[config.mk]
export PLATFORM = sky130hd
export DESIGN_NAME = spinvaders_input_cond
export DESIGN_NICKNAME = d
export VERILOG_FILES = /design/src/rtl/spinvaders_input_cond.sv
export SDC_FILE = /design/constraint.sdc
export NUM_CORES = 1
export LEC_CHECK = 0
export BUFFER_PORTS_ARGS = -buffer_cell sky130_fd_sc_hd__buf_2
export CORE_MARGIN = 4
export CORE_UTILIZATION = 65
export CTS_BUF_LIST = sky130_fd_sc_hd__clkbuf_8
export CTS_CLUSTER_DIAMETER = 60
export DETAILED_ROUTE_END_ITERATION = 12
export PLACE_DENSITY_LB_ADDON = 0.3
export SYNTH_ARGS = -nofsm -noshare
export SYNTH_HDL_FRONTEND = slang
export SYNTH_SLANG_ARGS = --single-unit
[constraint.sdc]
create_clock -name Clk -period 2.45 [get_ports Clk]
set_input_delay 0.1225 -clock Clk [delete_from_list [all_inputs] [get_ports Clk]]
set_output_delay 0.1225 -clock Clk [all_outputs]
set_load 0.01 [all_outputs]
[src/rtl/spinvaders_input_cond.sv]
// Button conditioning for the invaders game: synchronise, debounce, divide the game clock, hold fire.
// Optional macro SPINVADERS_AUTOFIRE_EN adds repeat fire every 8 game ticks while fire is held.
module spinvaders_input_cond #(
    parameter int unsigned DEBOUNCE_CNT = 500000,
    parameter int unsigned TICK_HALF    = 1250000
) (
    input  logic Clk,
    input  logic reset,
    input  logic BtnL,
    input  logic BtnR,
    input  logic BtnC,
    output logic game_clk,
    output logic L,
    output logic R,
    output logic shoot
);

    typedef enum logic [1:0] {IDLE, WAIT_HI, HIGH, WAIT_LO} db_state_t;

    localparam logic [19:0] DB_LAST   = 20'(DEBOUNCE_CNT - 1);
    localparam logic [23:0] TICK_LAST = 24'(TICK_HALF - 1);

    logic [2:0]  btn_raw;
    logic [2:0]  sync1_q, sync2_q;
    db_state_t   db_q     [3];
    logic [19:0] db_cnt_q [3];
    logic [2:0]  deb;

    logic [23:0] tick_cnt_q;
    logic        gclk_q, rise_q, tick;
    logic        l_q, r_q, fire_prev_q;
    logic        shoot_q, shoot_d, fire_set, auto_wrap;

    assign btn_raw = {BtnC, BtnR, BtnL};

    always_ff @(posedge Clk) begin
        if (reset) begin
            sync1_q <= '0;
            sync2_q <= '0;
        end else begin
            sync1_q <= btn_raw;
            sync2_q <= sync1_q;
        end
    end

    // Count runs only in the WAIT states; DEBOUNCE_CNT stable samples there commit the new level.
    always_ff @(posedge Clk) begin
        for (int unsigned i = 0; i < 3; i++) begin
            if (reset) begin
                db_q[i]     <= IDLE;
                db_cnt_q[i] <= '0;
            end else begin
                case (db_q[i])
                    IDLE: begin
                        if (sync2_q[i]) begin
                            db_q[i]     <= WAIT_HI;
                            db_cnt_q[i] <= '0;
                        end
                    end
                    WAIT_HI: begin
                        if (!sync2_q[i]) begin
                            db_q[i]     <= IDLE;
                            db_cnt_q[i] <= '0;
                        end else if (db_cnt_q[i] == DB_LAST) begin
                            db_q[i]     <= HIGH;
                            db_cnt_q[i] <= '0;
                        end else begin
                            db_cnt_q[i] <= db_cnt_q[i] + 20'd1;
                        end
                    end
                    HIGH: begin
                        if (!sync2_q[i]) begin
                            db_q[i]     <= WAIT_LO;
                            db_cnt_q[i] <= '0;
                        end
                    end
                    WAIT_LO: begin
                        if (sync2_q[i]) begin
                            db_q[i]     <= HIGH;
                            db_cnt_q[i] <= '0;
                        end else if (db_cnt_q[i] == DB_LAST) begin
                            db_q[i]     <= IDLE;
                            db_cnt_q[i] <= '0;
                        end else begin
                            db_cnt_q[i] <= db_cnt_q[i] + 20'd1;
                        end
                    end
                    default: begin
                        db_q[i]     <= IDLE;
                        db_cnt_q[i] <= '0;
                    end
                endcase
            end
        end
    end

    always_comb begin
        deb = '0;
        for (int unsigned i = 0; i < 3; i++) begin
            deb[i] = (db_q[i] == HIGH) || (db_q[i] == WAIT_LO);
        end
    end

    assign tick = (tick_cnt_q == TICK_LAST);

    // L/R only load on the falling toggle so the game never sees them change near its rising edge.
    always_ff @(posedge Clk) begin
        if (reset) begin
            tick_cnt_q  <= '0;
            gclk_q      <= 1'b0;
            rise_q      <= 1'b0;
            l_q         <= 1'b0;
            r_q         <= 1'b0;
            fire_prev_q <= 1'b0;
            shoot_q     <= 1'b0;
        end else begin
            tick_cnt_q  <= tick ? '0 : tick_cnt_q + 24'd1;
            gclk_q      <= tick ? ~gclk_q : gclk_q;
            rise_q      <= tick & ~gclk_q;
            fire_prev_q <= deb[2];
            shoot_q     <= shoot_d;
            if (tick && gclk_q) begin
                l_q <= deb[0];
                r_q <= deb[1];
            end
        end
    end

`ifdef SPINVADERS_AUTOFIRE_EN
    logic [2:0] af_cnt_q;

    // Advancing on the cycle after the rise lets the wrap's set collide with that rise's clear and win.
    always_ff @(posedge Clk) begin
        if (reset || !deb[2]) begin
            af_cnt_q <= '0;
        end else if (rise_q) begin
            af_cnt_q <= af_cnt_q + 3'd1;
        end
    end

    assign auto_wrap = rise_q & deb[2] & (af_cnt_q == 3'd7);
`else
    assign auto_wrap = 1'b0;
`endif

    assign fire_set = (deb[2] & ~fire_prev_q) | auto_wrap;

    always_comb begin
        shoot_d = shoot_q;
        if (rise_q) begin
            shoot_d = 1'b0;
        end
        if (fire_set) begin
            shoot_d = 1'b1;
        end
    end

    assign game_clk = gclk_q;
    assign L        = l_q;
    assign R        = r_q;
    assign shoot    = shoot_q;

endmodule
==> results_dict.tcl <==
set metrics [dict create \
    status "finished clean" \
    gp_congestion 0.857 \
    grt_util_met2_pct 36.9 \
    synthArstFlopShare_pct 0 \
    rows 32 \
    die_w_um 97.6 \
    synthCells 525 \
    ioPinCount 9 \
    r2r_slack_ps 240 \
    critPathBufInv 1 \
    drv_cap 0 \
    critPathLaunchType "flop" \
    worst-path-stages 5 \
    netlist_top_cells_count "72 x nor2_1, 66 x edfxtp_1, 36 x dfxtp_1" \
    viasPerCell 6.15 \
    clkSlewWorstSetupHoldPaths_ps 90 \
    vias 3980 \
    fill_cells 571 \
    synth_top_area_share_pct 38.0 \
    synth_fp_nets 534 \
    dp_slack_ps 257 \
    hold_viol 0 \
    cp-endpoint "db_cnt_q[0][5]$_DFFE_PP_" \
    ys_dominant_reg_cell "edfxtp_1" \
    fin_skew_ps 10.2 \
    core_sq_um 7770 \
    hold_start "BtnL" \
    reg2reg_from "db_cnt_q[0][7]$_DFFE_PP_" \
    synth-edff-count 66 \
    min-delay-path-class "in2reg" \
    cellLeakagePower_nw 1.82 \
    met1_usage_pct 27.4 \
    rsz0062_at_grt "false" \
    dr.pass1.iters 4 \
    first_global_vias 3813 \
    ctsLongestPathBuffers 2 \
    relSlewSlack_pct 64.2 \
    worst-setup-path-type "reg2reg" \
    cts_resized 0 \
    crit_chain "or4b_1 > nor4b_1 > a311o_1 > buf_4 > nor2_1" \
    cts_tree "done" \
    worstSetupEndpointType "flop" \
    fin_nets 549 \
    crit_path_max_fanout 11 \
    cp_slowest_cell "or4b_1" \
    cpPeakStageDelay_ps 550 \
    track_usage_pct 21.5 \
    drive_gt1_share_pct 7.71 \
    peakVddDrop_v 0.000581 \
    fin_ws_ps 241 \
    grt_max_degree 30 \
    tns_ps 0 \
    cp-startpoint "db_cnt_q[0][7]$_DFFE_PP_" \
    arrival_ps 2320 \
    ant_nets 0 \
    first_iter_violations 170 \
    reg2reg_depth 5 \
    crit_family "simple AND/OR/NAND/NOR gates" \
    worstMarginPinSlew_ps 529 \
    power.density_nw_per_um2 872 \
    synth.largest_area_cell "edfxtp_1" \
    fp.dieH_um 97.6 \
    initial_core_util_pct 67.1 \
    synth_area_per_cell_sq_um 9.93 \
    wl_per_cell_um 15.4 \
    numPortBuffers 8 \
    ys_seq_area_share_pct 51.8 \
    setup_viol 0 \
    cp.required_ps 2560 \
    cts_sinks 102 \
    clkLatencyLatePin_ps 360 \
    cts-root-buf "clkbuf_8" \
    max_freq_ghz 0.453 \
    dieArea_sq_um 9520 \
    ys_ff_latch 102 \
    drv_slew 0 \
    cts_made_buffers 9 \
    postCtsSetupBuffers 0 \
    hpwlAfterDp_um 6870 \
    synth_area_leaders "edfxtp_1 38%, dfxtp_1 14%, nor2_1 5.2%, xor2_1 4.9%, xnor2_1 4.4%" \
    wl_um 9960 \
    grt_pass1_wl_um 17200 \
    grt_util_met3_pct 5.10 \
    synth_cell_types 44 \
    drc 0 \
    area_growth_pct 8.09 \
    antenna_found_initial 0 \
    rr_endpoint "db_cnt_q[0][5]$_DFFE_PP_" \
    fin_crit_sh_pct 90.1 \
    ys_warn_count 0 \
    yosysMostFrequentCell "nor2_1" \
    n_antenna_cell 0 \
    mappedNetlistArea_sq_um 5220 \
    htree_levels 3 \
    grt.overflow.total 0 \
    busiest_layer "met2" \
    final_core_util_pct 72.6 \
    period_needed_ps 2210 \
]
worst min-delay path by stage:
stage                                        to  cells after the start
after global placement    sync1_q[1]$_SDFF_PP0_                      2
final                     sync1_q[0]$_SDFF_PP0_                      2
after global routing      sync1_q[0]$_SDFF_PP0_                      2
after CTS                 sync1_q[0]$_SDFF_PP0_                      2
after detailed placement  sync1_q[1]$_SDFF_PP0_                      2
after floorplan           sync1_q[0]$_SDFF_PP0_                      1
per-stage QoR:
| stage | hold WS (ps) | instance area [sq um] | power [W] | instances |
|---|---|---|---|---|
| 3_5_place_dp | 337 | 5400 | 0.00376 | 629 |
| 2_1_floorplan | 251 | 5220 | 0.00344 | 525 |
| 5_1_grt | 20.0 | 5640 | 0.00521 | 647 |
| 6_report | 2.83 | 5640 | 0.00492 | 647 |
| 3_3_place_gp | 335 | 5400 | 0.00368 | 629 |
| 4_1_cts | 4.80 | 5640 | 0.00493 | 647 |
kinds of logic (layout without fill, tap and decap cells):
group / Yosys count / count (layout) / synth area share, %
DFF: 102 / 102 / 51.8
buffers and inverters: 31 / 51 / 2.40
xor gates and xnor gates: 55 / 55 / 9.24
adders and majority gates: 4 / 4 / 0.960
AOI/OAI and AO/OA: 74 / 74 / 8.04
and+or+nand+nor: 259 / 259 / 27.5
worst register-to-register path, delay by kind of cell (launching register included):
family | cells | cell delay, ps
simple gates | 3 | 1060
compound gates | 1 | 280
buf+inv | 1 | 180
flops | 1 | 460
metal layers:
| metal | vias up | part of all wire, % |
|---|---|---|
| met3 | 9 | 3.7 |
| li1 | 1981 | - |
| met4 | 0 | 0.81 |
| met2 | 79 | 50 |
| met5 | - | 0 |
| met1 | 1911 | 45 |
cells in the final DEF (no fill, tap or decap), types with 9 or more instances in the layout:
master,count
buf_4,12
or4_1,11
inv_1,13
and4_1,13
nor3_1,12
edfxtp_1,66
clkbuf_8,9
or3_1,20
a21oi_1,34
xor2_1,29
xnor2_1,26
nand4_1,27
dfxtp_1,36
nand3_1,30
nor2_1,72
nand2_1,25
o21ai_0,22
state kept, by name, indices dropped and copies added, names as in the netlist:
name	cells
R	1
shoot	1
rise_q	1
fire_prev_q	1
db_q	6
L	1
sync1_q	3
db_cnt_q	60
sync2_q	3
tick_cnt_q	24
game_clk	1
where the power goes:
part	total (W)	internal, W	switching (W)
combinational	0.000860	0.000360	0.000500
sequential	0.00290	0.00238	0.000522
clock	0.00116	0.000577	0.000583
layout make-up:
cell class	count	area [sq um]	area share [%]
Clock inverter	7	96.3	1.71
Timing Repair Buffer	22	150	2.66
Multi-Input combinational cell	392	2390	42.4
Sequential cell	102	2700	47.9
Inverter	13	48.8	0.866
Clock buffer	9	124	2.20
Tap cell	102	128	2.26
timing repair:
| action | CTS | global route |
|---|---|---|
| hold buffers | 2 | 0 |
| setup endpoints to repair | 0 | 0 |
| hold endpoints to repair | 2 | 0 |
Note: power is estimated with default switching activity, not from simulation.
